<file path="config.mk">
export PLATFORM = sky130hd
export DESIGN_NAME = pipe_control_unit
export DESIGN_NICKNAME = d
export VERILOG_FILES = /design/src/rtl/pipe_control_unit.sv
export SDC_FILE = /design/constraint.sdc
export NUM_CORES = 1
export LEC_CHECK = 0
export BUFFER_PORTS_ARGS = -buffer_cell sky130_fd_sc_hd__buf_2
export CAP_MARGIN = 20
export CORE_MARGIN = 1.5
export CORE_UTILIZATION = 55
export DETAILED_ROUTE_END_ITERATION = 8
export GPL_ROUTABILITY_DRIVEN = 0
export PLACE_DENSITY = 0.87
export REMOVE_ABC_BUFFERS = 1
export SETUP_SLACK_MARGIN = 0.5
export SYNTH_ARGS = -nofsm -noshare
export SYNTH_HDL_FRONTEND = slang
export SYNTH_SLANG_ARGS = --single-unit
export TNS_END_PERCENT = 50
</file>
<file path="constraint.sdc">
create_clock -name clk -period 2.9 [get_ports clk]
set_clock_uncertainty 0.2 [all_clocks]
set_input_delay 0.435 -clock clk [delete_from_list [all_inputs] [get_ports clk]]
set_output_delay 0.435 -clock clk [all_outputs]
set_load 0.01 [all_outputs]
</file>
<file path="src/rtl/pipe_control_unit.sv">
// Registered decode-stage control unit: opcode decode, load-use interlock,
// post-branch squash sequencing and a circular return-address stack.
module pipe_control_unit #(
    parameter int OPC_W        = 4,
    parameter int RA_W         = 2,
    parameter int PC_W         = 8,
    parameter int FLUSH_CYCLES = 2,
    parameter int RAS_DEPTH    = 4
) (
    input  logic             clk,
    input  logic             rst_n,
    input  logic             id_valid,
    input  logic [OPC_W-1:0] opcode,
    input  logic [RA_W-1:0]  ra,
    input  logic [RA_W-1:0]  rb,
    input  logic             Z,
    input  logic             N,
    input  logic             BRX,
    input  logic [PC_W-1:0]  pc_plus1,
    input  logic             ex_mem_r_en,
    input  logic [RA_W-1:0]  ex_rd,
    output logic             WB_EN,
    output logic             MEM_R_EN,
    output logic             MEM_W_EN,
    output logic             B,
    output logic             S,
    output logic             Ret,
    output logic             L,
    output logic             IMM,
    output logic             SRC1,
    output logic             SRC2,
    output logic             inPort,
    output logic             outPort,
    output logic [3:0]       EXE_CMD,
    output logic             ctrl_valid,
    output logic             stall,
    output logic             flush,
    output logic [PC_W-1:0]  ras_top,
    output logic             ras_empty,
    output logic             ras_full,
    output logic             ras_overflow,
    output logic             ras_underflow,
    output logic             illegal_op
);

    localparam int PTR_W = $clog2(RAS_DEPTH);
    localparam int CNT_W = PTR_W + 1;

    typedef enum logic {RUN, FLUSH} state_e;

    typedef struct packed {
        logic       valid;
        logic       wb_en;
        logic       mem_r_en;
        logic       mem_w_en;
        logic       b;
        logic       s;
        logic       ret;
        logic       l;
        logic       imm;
        logic       src1;
        logic       src2;
        logic       in_port;
        logic       out_port;
        logic [3:0] exe_cmd;
    } bundle_t;

    state_e          state_q, state_d;
    logic [3:0]      fcnt_q, fcnt_d;
    logic [PTR_W-1:0] ptr_q, ptr_d;
    logic [CNT_W-1:0] cnt_q, cnt_d;
    logic [PC_W-1:0] ras_q [RAS_DEPTH];
    logic [PC_W-1:0] ras_d [RAS_DEPTH];
    logic [PC_W-1:0] top_q, top_d;
    logic            ovf_q, ovf_d;
    logic            unf_q, unf_d;
    logic            ill_q, ill_d;
    bundle_t         bun_q, bun_d;

    bundle_t    dec;
    logic       illegal;
    logic [3:0] op;
    logic       hz;
    logic       accept;

    always_comb begin
        dec     = '0;
        illegal = (opcode >> 4) != '0;
        op      = opcode[3:0];
        if (!illegal) begin
            unique case (op)
                4'h1, 4'h2, 4'h3: begin
                    dec.wb_en   = 1'b1;
                    dec.s       = 1'b1;
                    dec.src1    = 1'b1;
                    dec.src2    = 1'b1;
                    dec.exe_cmd = op;
                end
                4'h4, 4'h5: begin
                    dec.wb_en   = 1'b1;
                    dec.s       = 1'b1;
                    dec.src1    = 1'b1;
                    dec.exe_cmd = op;
                end
                4'h6: begin
                    dec.out_port = 1'b1;
                    dec.src1     = 1'b1;
                    dec.exe_cmd  = op;
                end
                4'h7: begin
                    dec.wb_en   = 1'b1;
                    dec.in_port = 1'b1;
                    dec.src1    = 1'b1;
                    dec.exe_cmd = op;
                end
                4'h8: begin
                    dec.wb_en   = 1'b1;
                    dec.src1    = 1'b1;
                    dec.exe_cmd = op;
                end
                4'h9: dec.b = 1'b1;
                4'hA: dec.b = BRX ? N : Z;
                4'hB: begin
                    dec.b = 1'b1;
                    dec.l = 1'b1;
                end
                4'hC: begin
                    dec.b   = 1'b1;
                    dec.ret = 1'b1;
                end
                4'hD: begin
                    dec.wb_en    = 1'b1;
                    dec.mem_r_en = 1'b1;
                    dec.imm      = 1'b1;
                    dec.exe_cmd  = 4'h8;
                end
                4'hE: begin
                    dec.mem_w_en = 1'b1;
                    dec.imm      = 1'b1;
                    dec.exe_cmd  = 4'h8;
                end
                4'hF: begin
                    dec.wb_en   = 1'b1;
                    dec.imm     = 1'b1;
                    dec.exe_cmd = 4'h8;
                end
                default: ;
            endcase
        end
    end

    always_comb begin
        hz = id_valid & ex_mem_r_en &
             ((dec.src1 & (ra == ex_rd)) | (dec.src2 & (rb == ex_rd)));
        stall  = hz & (state_q == RUN);
        accept = (state_q == RUN) & id_valid & ~hz;
    end

    always_comb begin
        state_d = state_q;
        fcnt_d  = fcnt_q;
        ptr_d   = ptr_q;
        cnt_d   = cnt_q;
        ras_d   = ras_q;
        top_d   = top_q;
        ovf_d   = ovf_q;
        unf_d   = unf_q;
        ill_d   = ill_q;
        bun_d   = '0;
        if (state_q == FLUSH) begin
            fcnt_d = fcnt_q - 4'd1;
            if (fcnt_q == 4'd1) state_d = RUN;
        end else if (accept) begin
            bun_d       = dec;
            bun_d.valid = 1'b1;
            if (illegal) ill_d = 1'b1;
            if (dec.b) begin
                state_d = FLUSH;
                fcnt_d  = 4'(FLUSH_CYCLES);
            end
            if (dec.l) begin
                // When full, ptr already addresses the oldest entry.
                ras_d[ptr_q] = pc_plus1;
                ptr_d        = ptr_q + PTR_W'(1);
                if (cnt_q == CNT_W'(RAS_DEPTH)) ovf_d = 1'b1;
                else cnt_d = cnt_q + CNT_W'(1);
            end
            if (dec.ret) begin
                if (cnt_q == '0) begin
                    top_d = '0;
                    unf_d = 1'b1;
                end else begin
                    top_d = ras_q[ptr_q - PTR_W'(1)];
                    ptr_d = ptr_q - PTR_W'(1);
                    cnt_d = cnt_q - CNT_W'(1);
                end
            end
        end
    end

    always_ff @(posedge clk) begin
        if (!rst_n) begin
            state_q <= RUN;
            fcnt_q  <= '0;
            ptr_q   <= '0;
            cnt_q   <= '0;
            top_q   <= '0;
            ovf_q   <= 1'b0;
            unf_q   <= 1'b0;
            ill_q   <= 1'b0;
            bun_q   <= '0;
            for (int i = 0; i < RAS_DEPTH; i++) ras_q[i] <= '0;
        end else begin
            state_q <= state_d;
            fcnt_q  <= fcnt_d;
            ptr_q   <= ptr_d;
            cnt_q   <= cnt_d;
            top_q   <= top_d;
            ovf_q   <= ovf_d;
            unf_q   <= unf_d;
            ill_q   <= ill_d;
            bun_q   <= bun_d;
            ras_q   <= ras_d;
        end
    end

    assign WB_EN         = bun_q.wb_en;
    assign MEM_R_EN      = bun_q.mem_r_en;
    assign MEM_W_EN      = bun_q.mem_w_en;
    assign B             = bun_q.b;
    assign S             = bun_q.s;
    assign Ret           = bun_q.ret;
    assign L             = bun_q.l;
    assign IMM           = bun_q.imm;
    assign SRC1          = bun_q.src1;
    assign SRC2          = bun_q.src2;
    assign inPort        = bun_q.in_port;
    assign outPort       = bun_q.out_port;
    assign EXE_CMD       = bun_q.exe_cmd;
    assign ctrl_valid    = bun_q.valid;
    assign flush         = (state_q == FLUSH);
    assign ras_top       = top_q;
    assign ras_empty     = (cnt_q == '0);
    assign ras_full      = (cnt_q == CNT_W'(RAS_DEPTH));
    assign ras_overflow  = ovf_q;
    assign ras_underflow = unf_q;
    assign illegal_op    = ill_q;

endmodule

</file>
==> results.tsv, run 1 <==
stage	metric	value	unit
logic_synthesis	Seq/Total Area, Yosys	0.436	
logic_synthesis	Post-synth ARST share	0	
logic_synthesis	synthesized instance count	341	
logic_synthesis	Synth Register Bits	69	
floorplanning	initial core utilization	0.572	
clock_tree	H-tree levels	3	
critical_path	Worst Path Required	2270	ps
clock_tree	CTS tree	done	
logic_synthesis	top cells by area, synth	dfxtp_1 44%, a21boi_0 6.4%, nand2_1 6.2%, mux4_2 5.7%, nand3_1 5.2%	
floorplanning	core area	5540	sq um
clock_tree	clock latency at the later pin of the worst-skew pair	340	ps
global_routing	global route overflow	0	
drt	DRC viols	0	
clock_tree	CTS clk-pin slew, worst paths	70	ps
logic_synthesis	Post-Synth Adder-Cell Area	0.0355	
floorplanning	num ports	57	
sta	Hold Violations, Final	0	
layout	Inserted Diodes	0	
critical_path	crit path from	opcode[3]	
critical_path	reg2reg start	cnt_q[0]	
logic_synthesis	synth unique cells	56	
power_and_ir_drop	PwrDens	563	nW/um^2
sta	max-slew violation count	0	
logic_synthesis	synthesized area	3170	sq um
layout	Fillers	444	
floorplanning	DIE AREA	6230	sq um
clock_tree	clock sink total	69	
logic_synthesis	mux cell area share after synthesis	0.0667	
floorplanning	die width	78.9	microns
sta	final setup violation count	0	
hold_path	HP Start	pc_plus1[4]	
drt	drt total wl	7110	microns
logic_synthesis	top_reg_cell synth	dfxtp_1	
logic_synthesis	xor and xnor fraction of the mapped netlist area	0.0166	
place	hpwl dp	4830	microns
logic_synthesis	largest family of logic cells by synthesized area	simple AND/OR/NAND/NOR gates	
clock_tree	Hold Buf Count CTS	0	
sta	fin crit period	2240	ps
layout	most frequent cells in the layout	69 x dfxtp_1, 55 x buf_2, 52 x nand2_1	
sta	Final period util	0.772	
clock_tree	Longest Clk Path Bufs	2	
sta	slew margin rel.	0.591	
clock_tree	TritonCTS buffer count	9	
outcome	status	completed	
drt	Vias	2624	
power_and_ir_drop	Tot Pwr	2.07	mW
global_routing	first-pass GRT wire length	11800	microns
logic_synthesis	Yosys warning total	0	
floorplanning	Die Y	78.9	microns
drt	First-pass DRT Iterations	4	
sta	RSZ-0062 raised after global routing	false	
global_routing	vias in the first global route	2584	
logic_synthesis	Synth Area in Simple Gates	0.241	
layout	layout cell share with drive strength beyond 1	0.253	
logic_synthesis	Post-synth EDFFs	0	
critical_path	WP data arrival	1610	ps
hold_path	Hold Crit Class	in -> reg	
job	max cap viols	0	
critical_path	nature of the critical path startpoint	input port	
floorplanning	num rows	27	
drt	Routed Antenna Nets	0	
power_and_ir_drop	LEAKAGE	1.46	nW
layout	most common cell after layout, fill and taps aside	dfxtp_1	
sta	TNS Setup	0	ps
sta	Slew @ Worst Pin	608	ps
critical_path	CP max FO	14	
logic_synthesis	Synth top area share	0.436	
logic_synthesis	Mapped Avg Cell Area	9.30	sq um
layout	fin nets	422	
global_routing	gr usage total	0.248	
place	# port buffers	55	
sta	fmax	446	MHz
drt	initial DRC count	164	
layout	area grow syn2layout	16.0	%
logic_synthesis	Synth Area in Compound Gates	0.149	
global_routing	initial antenna violation count	0	
critical_path	CP Class	in -> out	
logic_synthesis	Synth area leader	dfxtp_1	
clock_tree	clock root buffer	clkbuf_8	
power_and_ir_drop	maximum VDD drop	0.320	mV
drt	Via density	5.66	
global_routing	largest net degree at the start of global routing	31	
drt	per-cell routed wire length	15.3	microns
critical_path	Critical Path Sink Type	primary output	
area by class of cell:
class | count | area, sq um | area share
clock buffer | 10 | 138 | 0.0374
sequential | 69 | 1380 | 0.376
clock inverter | 5 | 75.1 | 0.0204
timing repair buffer | 62 | 328 | 0.0891
tap | 72 | 90.1 | 0.0245
inverter | 9 | 33.8 | 0.00919
multi-input combinational | 237 | 1630 | 0.444
logic make-up (layout without fill, tap and decap cells):
family	after synthesis	in the layout
flip-flops	69	69
multiplexers	11	11
adder cells (fa/ha/maj)	9	9
other	1	1
AO/OA/AOI/OAI	62	62
buffers and inverters	35	86
AND/OR/NAND/NOR	148	148
XOR/XNOR	6	6
final timing paths:
check                                  to  slack, ps  cells after the start
worst min register to register  ras_q[27]        250                      2
worst min-delay path            ras_q[28]        170                      3
worst max-delay path                stall        660                      6
worst max register to register   ptr_q[0]        690                      7
through the flow:
step           hold WS, ps  cells  area (sq um)  worst slack (ps)  utilization
6_report               174    464          3680               660        0.664
3_5_place_dp           245    448          3440               532        0.622
5_1_grt                169    464          3680               532        0.664
4_1_cts                164    463          3660               528        0.660
2_1_floorplan          232    315          3030               104            -
3_3_place_gp           240    448          3440               552        0.622
Yosys cell counts, types with 7 or more instances:
cell type	count
dfxtp_1	69
nand2_1	52
nand3_1	33
a21boi_0	27
nor2_1	15
nor2b_1	13
clkbuf_1	11
ha_1	9
inv_1	9
a22oi_1	8
mux4_2	8
a21boi_1	7
buf_4	7
nor3_1	7
power by group:
part           switching [mW]  internal [mW]  total [mW]
Combinational           0.139         0.0960       0.235
Clock                   0.354          0.499       0.852
Sequential             0.0149          0.969       0.984
Total                   0.507           1.56        2.07
flip-flops by register name (all words and copies together), names as in the netlist, 2 cells and up:
| register | count |
|---|---|
| EXE_CMD | 4 |
| ras_q | 32 |
| ptr_q | 2 |
| fcnt_q | 4 |
| cnt_q | 3 |
| ras_top | 8 |
routing by layer:
layer	share of wire	up-vias	global-route usage	routed length [microns]
met5	0	-	0	0
met4	0.014	0	0.118	96
met3	0.063	11	0.0667	447
met2	0.50	90	0.428	3580
met1	0.42	1252	0.285	2980
li1	-	1271	-	-
worst max-delay path: stages:
cell      delay (ps)
buf_2            180
or2_2            350
nor4_2           280
o211ai_2         130
nor2_1            90
buf_2            130
repair_timing:
action                                 4_1_cts  5_1_grt
buffers inserted                             0        1
resized for setup                            0        2
setup endpoints to repair                    0        1
endpoints found under the hold margin        0        0
(Power assumes the default switching activity.)
==> inputs of run 2 (changes only) <==
--- a/config.mk
+++ b/config.mk
@@ -5,10 +5,11 @@
 export SDC_FILE = /design/constraint.sdc
 export NUM_CORES = 1
 export LEC_CHECK = 0
+export ABC_AREA = 1
 export BUFFER_PORTS_ARGS = -buffer_cell sky130_fd_sc_hd__buf_2
 export CAP_MARGIN = 20
 export CORE_MARGIN = 1.5
-export CORE_UTILIZATION = 55
+export CORE_UTILIZATION = 56
 export DETAILED_ROUTE_END_ITERATION = 8
 export GPL_ROUTABILITY_DRIVEN = 0
 export PLACE_DENSITY = 0.87
==> constraint.sdc (replaced) <==
create_clock -name clk -period 2.1 [get_ports clk]
set_clock_uncertainty 0.2 [all_clocks]
set_input_delay 0.315 -clock clk [delete_from_list [all_inputs] [get_ports clk]]
set_output_delay 0.315 -clock clk [all_outputs]
set_load 0.01 [all_outputs]
==> results.tsv, run 2 <==
stage	metric	value	unit	change
logic_synthesis	synthesized instance count	488		+43%
critical_path	reg2reg start	cnt_q[0]		
layout	most common cell after layout, fill and taps aside	nand2_1		
power_and_ir_drop	PwrDens	652	nW/um^2	+16%
critical_path	CP Class	reg -> reg		
global_routing	vias in the first global route	3447		+33%
layout	Final Non-Filler Cells	663		+43%
critical_path	worst flop-to-flop path endpoint	ptr_q[1]		
floorplanning	initial core utilization	0.577		+0.00426
logic_synthesis	Synth area leader	dfxtp_1		
sta	final setup violation count	1		+1
critical_path	Worst Path Required	2110	ps	-160 ps
clock_tree	CTS tree	done		
power_and_ir_drop	Tot Pwr	3.10	mW	+50%
logic_synthesis	Post-synth top cells	109 x nand2_1, 96 x nor2_1, 69 x dfxtp_1		
critical_path	CP max FO	4		-10
clock_tree	Longest Clk Path Bufs	2		unchanged
layout	area grow syn2layout	40.1	%	
drt	Vias	3926		+50%
global_routing	largest net degree at the start of global routing	37		+19%
logic_synthesis	top_reg_cell synth	dfxtp_1		
sta	final worst setup slack	-194	ps	-854 ps
layout	Finished Core Util	0.808		+0.144
logic_synthesis	Yosys warning total	0		unchanged
place	pre-CTS setup slack	5.02	ps	-527 ps
floorplanning	num rows	28		+3.7%
logic_synthesis	top cells by area, synth	dfxtp_1 41%, nand2_1 12%, nor2_1 11%, inv_1 6.6%, o21ai_0 5.6%		
sta	Hold Violations, Final	0		unchanged
critical_path	critical path's largest stage delay	610	ps	+260 ps
layout	fin nets	616		+46%
floorplanning	core area	5890	sq um	+6.2%
drt	First-pass DRT Iterations	6		+2
hold_path	hold endpoint	ras_q[4]		
layout	Final Cell Area	4750	sq um	+29%
drt	DRC viols	0		unchanged
power_and_ir_drop	maximum VDD drop	0.431	mV	+35%
critical_path	Crit-path slowest cell	o21ai_0		
outcome	failing checks	setup timing		
place	# port buffers	55		unchanged
logic_synthesis	synthesized area	3390	sq um	+7.0%
sta	TNS Setup	-194	ps	-194 ps
place	placed cell areas	3750	sq um	+8.8%
drt	initial DRC count	574		+250%
critical_path	CP cell instances	inv_4, ha_4, inv_4, nor2_4, nor2_2, a21oi_1, o21ai_0, o21ai_0, o21ai_0, a21oi_1		
hold_path	Hold Crit Class	in -> reg		
place	hpwl dp	5370	microns	+11%
sta	Slew @ Worst Pin	743	ps	+135 ps
critical_path	WP data arrival	2310	ps	+700 ps
sta	slew margin rel.	0.499		-0.0921
sta	RSZ-0062 raised after global routing	true		
floorplanning	die width	80.8	microns	+2.4%
clock_tree	CTS clk-pin slew, worst paths	80	ps	about the same
global_routing	global route overflow	0		unchanged
hold_path	HP Start	pc_plus1[4]		
sta	max-slew violation count	0		unchanged
logic_synthesis	most common cell in the netlist	nand2_1		
logic_synthesis	Post-synth EDFFs	0		unchanged
clock_tree	clock root buffer	clkbuf_8		
layout	most flop-heavy register	ras_q		
global_routing	initial antenna violation count	1		+1
sta	Final period util	1.09		
outcome	status	finished, violations left		
place	Inst Count DP	611		+36%
drt	Via density	5.92		+4.7%
floorplanning	num ports	57		unchanged
critical_path	crit path from	cnt_q[0]		
critical_path	most frequent CP cell	o21ai_0		
power_and_ir_drop	LEAKAGE	2.21	nW	+51%
critical_path	nature of the critical path startpoint	flop		
layout	layout cell share with drive strength beyond 1	0.332		+0.0796
sta	fin crit period	2290	ps	
clock_tree	clock latency at the later pin of the worst-skew pair	370	ps	+30 ps
sta	hold_ws	9.60	ps	-165 ps
job	max cap viols	0		unchanged
clock_tree	H-tree levels	3		unchanged
logic_synthesis	Synth Register Bits	69		unchanged
sta	fmax	436	MHz	
logic_synthesis	Seq/Total Area, Yosys	0.407		-0.0286
critical_path	Critical Path Sink Type	flop		
logic_synthesis	Synth top area share	0.407		-0.0286
layout	most frequent cells in the layout	91 x nand2_1, 83 x nor2_1, 64 x dfxtp_1		
global_routing	first-pass GRT wire length	16000	microns	+35%
clock_tree	TritonCTS buffer count	9		unchanged
critical_path	R2R setup slack	-190	ps	-880 ps
logic_synthesis	Post-synth ARST share	0		unchanged
floorplanning	Die Y	80.8	microns	+2.4%
floorplanning	DIE AREA	6540	sq um	+4.9%
hold_path	Hold Path Stages	3		unchanged
drt	drt total wl	12600	microns	+78%
logic_synthesis	Mapped Avg Cell Area	6.95	sq um	-25%
logic_synthesis	synth unique cells	30		-46%
layout	Largest register FFs	32		unchanged
clock_tree	clock sink total	69		unchanged
global_routing	gr usage total	0.321		+0.0729
clock_tree	Hold Buf Count CTS	0		unchanged
drt	per-cell routed wire length	19.1	microns	+25%
critical_path	R2R cell count	10		+3
drt	Routed Antenna Nets	0		unchanged
## run 2: changes by cell type in the layout (fill, tap and decap cells not counted), sizes merged, moves of 34 or more
cell	previous run	this run
nand2	52	113
buf	62	96
a21boi	34	0
o21ai	2	41
nor2	16	99
inv	9	63
## run 2: metal layers
| layer | vias to the layer above | GRT usage | part of all wire |
|---|---|---|---|
| li1 | 1739 | - | - |
| met1 | 1777 | 0.350 | 0.34 |
| met2 | 304 | 0.567 | 0.48 |
| met3 | 104 | 0.0730 | 0.10 |
| met4 | 2 | 0.186 | 0.074 |
| met5 | - | 0 | 0.0028 |
## run 2: worst max path at each step
| stage | endpoint | cells past startpoint | slack [ps] |
|---|---|---|---|
| 2_1_floorplan | ras_top[0] | 6 | -90 |
| 3_3_place_gp | ras_q[16] | 11 | 110 |
| 3_5_place_dp | ras_q[3] | 12 | 5 |
| 4_1_cts | ras_empty | 6 | 340 |
| 5_1_grt | ptr_q[1] | 10 | -260 |
| 6_report | ptr_q[1] | 10 | -190 |
## run 2: cells by family (layout without fill, tap and decap cells)
kind of cell,count (synthesis),count (layout),share of synthesized area
muxes,1,1,0.00295
buffers and inverters,86,180,0.110
adders and majority gates,9,9,0.0332
AOI/OAI and AO/OA,78,78,0.118
xor gates and xnor gates,6,6,0.0155
DFF,69,69,0.407
other,1,2,0.00111
and+or+nand+nor,238,243,0.313
## run 2: area by class of cell
| cell class | instances | area (sq um) |
|---|---|---|
| Clock inverter | 3 | 42.5 |
| Clock buffer | 13 | 169 |
| Fill cell | 341 | 1130 |
| Tap cell | 75 | 93.8 |
| Inverter | 66 | 292 |
| Multi-Input combinational cell | 338 | 1980 |
| Antenna cell | 1 | 2.50 |
| Sequential cell | 69 | 1390 |
| Timing Repair Buffer | 98 | 786 |
## run 2: worst max-delay path, delay by kind of cell, from the launching register on
| kind | cells | cell delay, ps |
|---|---|---|
| AND/OR/NAND/NOR | 2 | 260 |
| buffers and inverters | 2 | 110 |
| adder cells (fa/ha/maj) | 1 | 170 |
| flip-flops | 1 | 370 |
| AO/OA/AOI/OAI | 5 | 1020 |
## run 2: what timing repair did
action | in CTS | in global routing
gates cloned | 4 | 3
endpoints found under the setup margin | 70 | 72
gates resized for setup | 61 | 73
buffers inserted | 13 | 15
pin swaps | 13 | 32
## run 2: power breakdown
| group | leakage [nW] | internal, mW | switching [mW] | total, mW |
|---|---|---|---|---|
| clock network | 0.106 | 0.645 | 0.547 | 1.19 |
| logic | 1.55 | 0.230 | 0.321 | 0.551 |
| registers | 0.560 | 1.33 | 0.0196 | 1.35 |
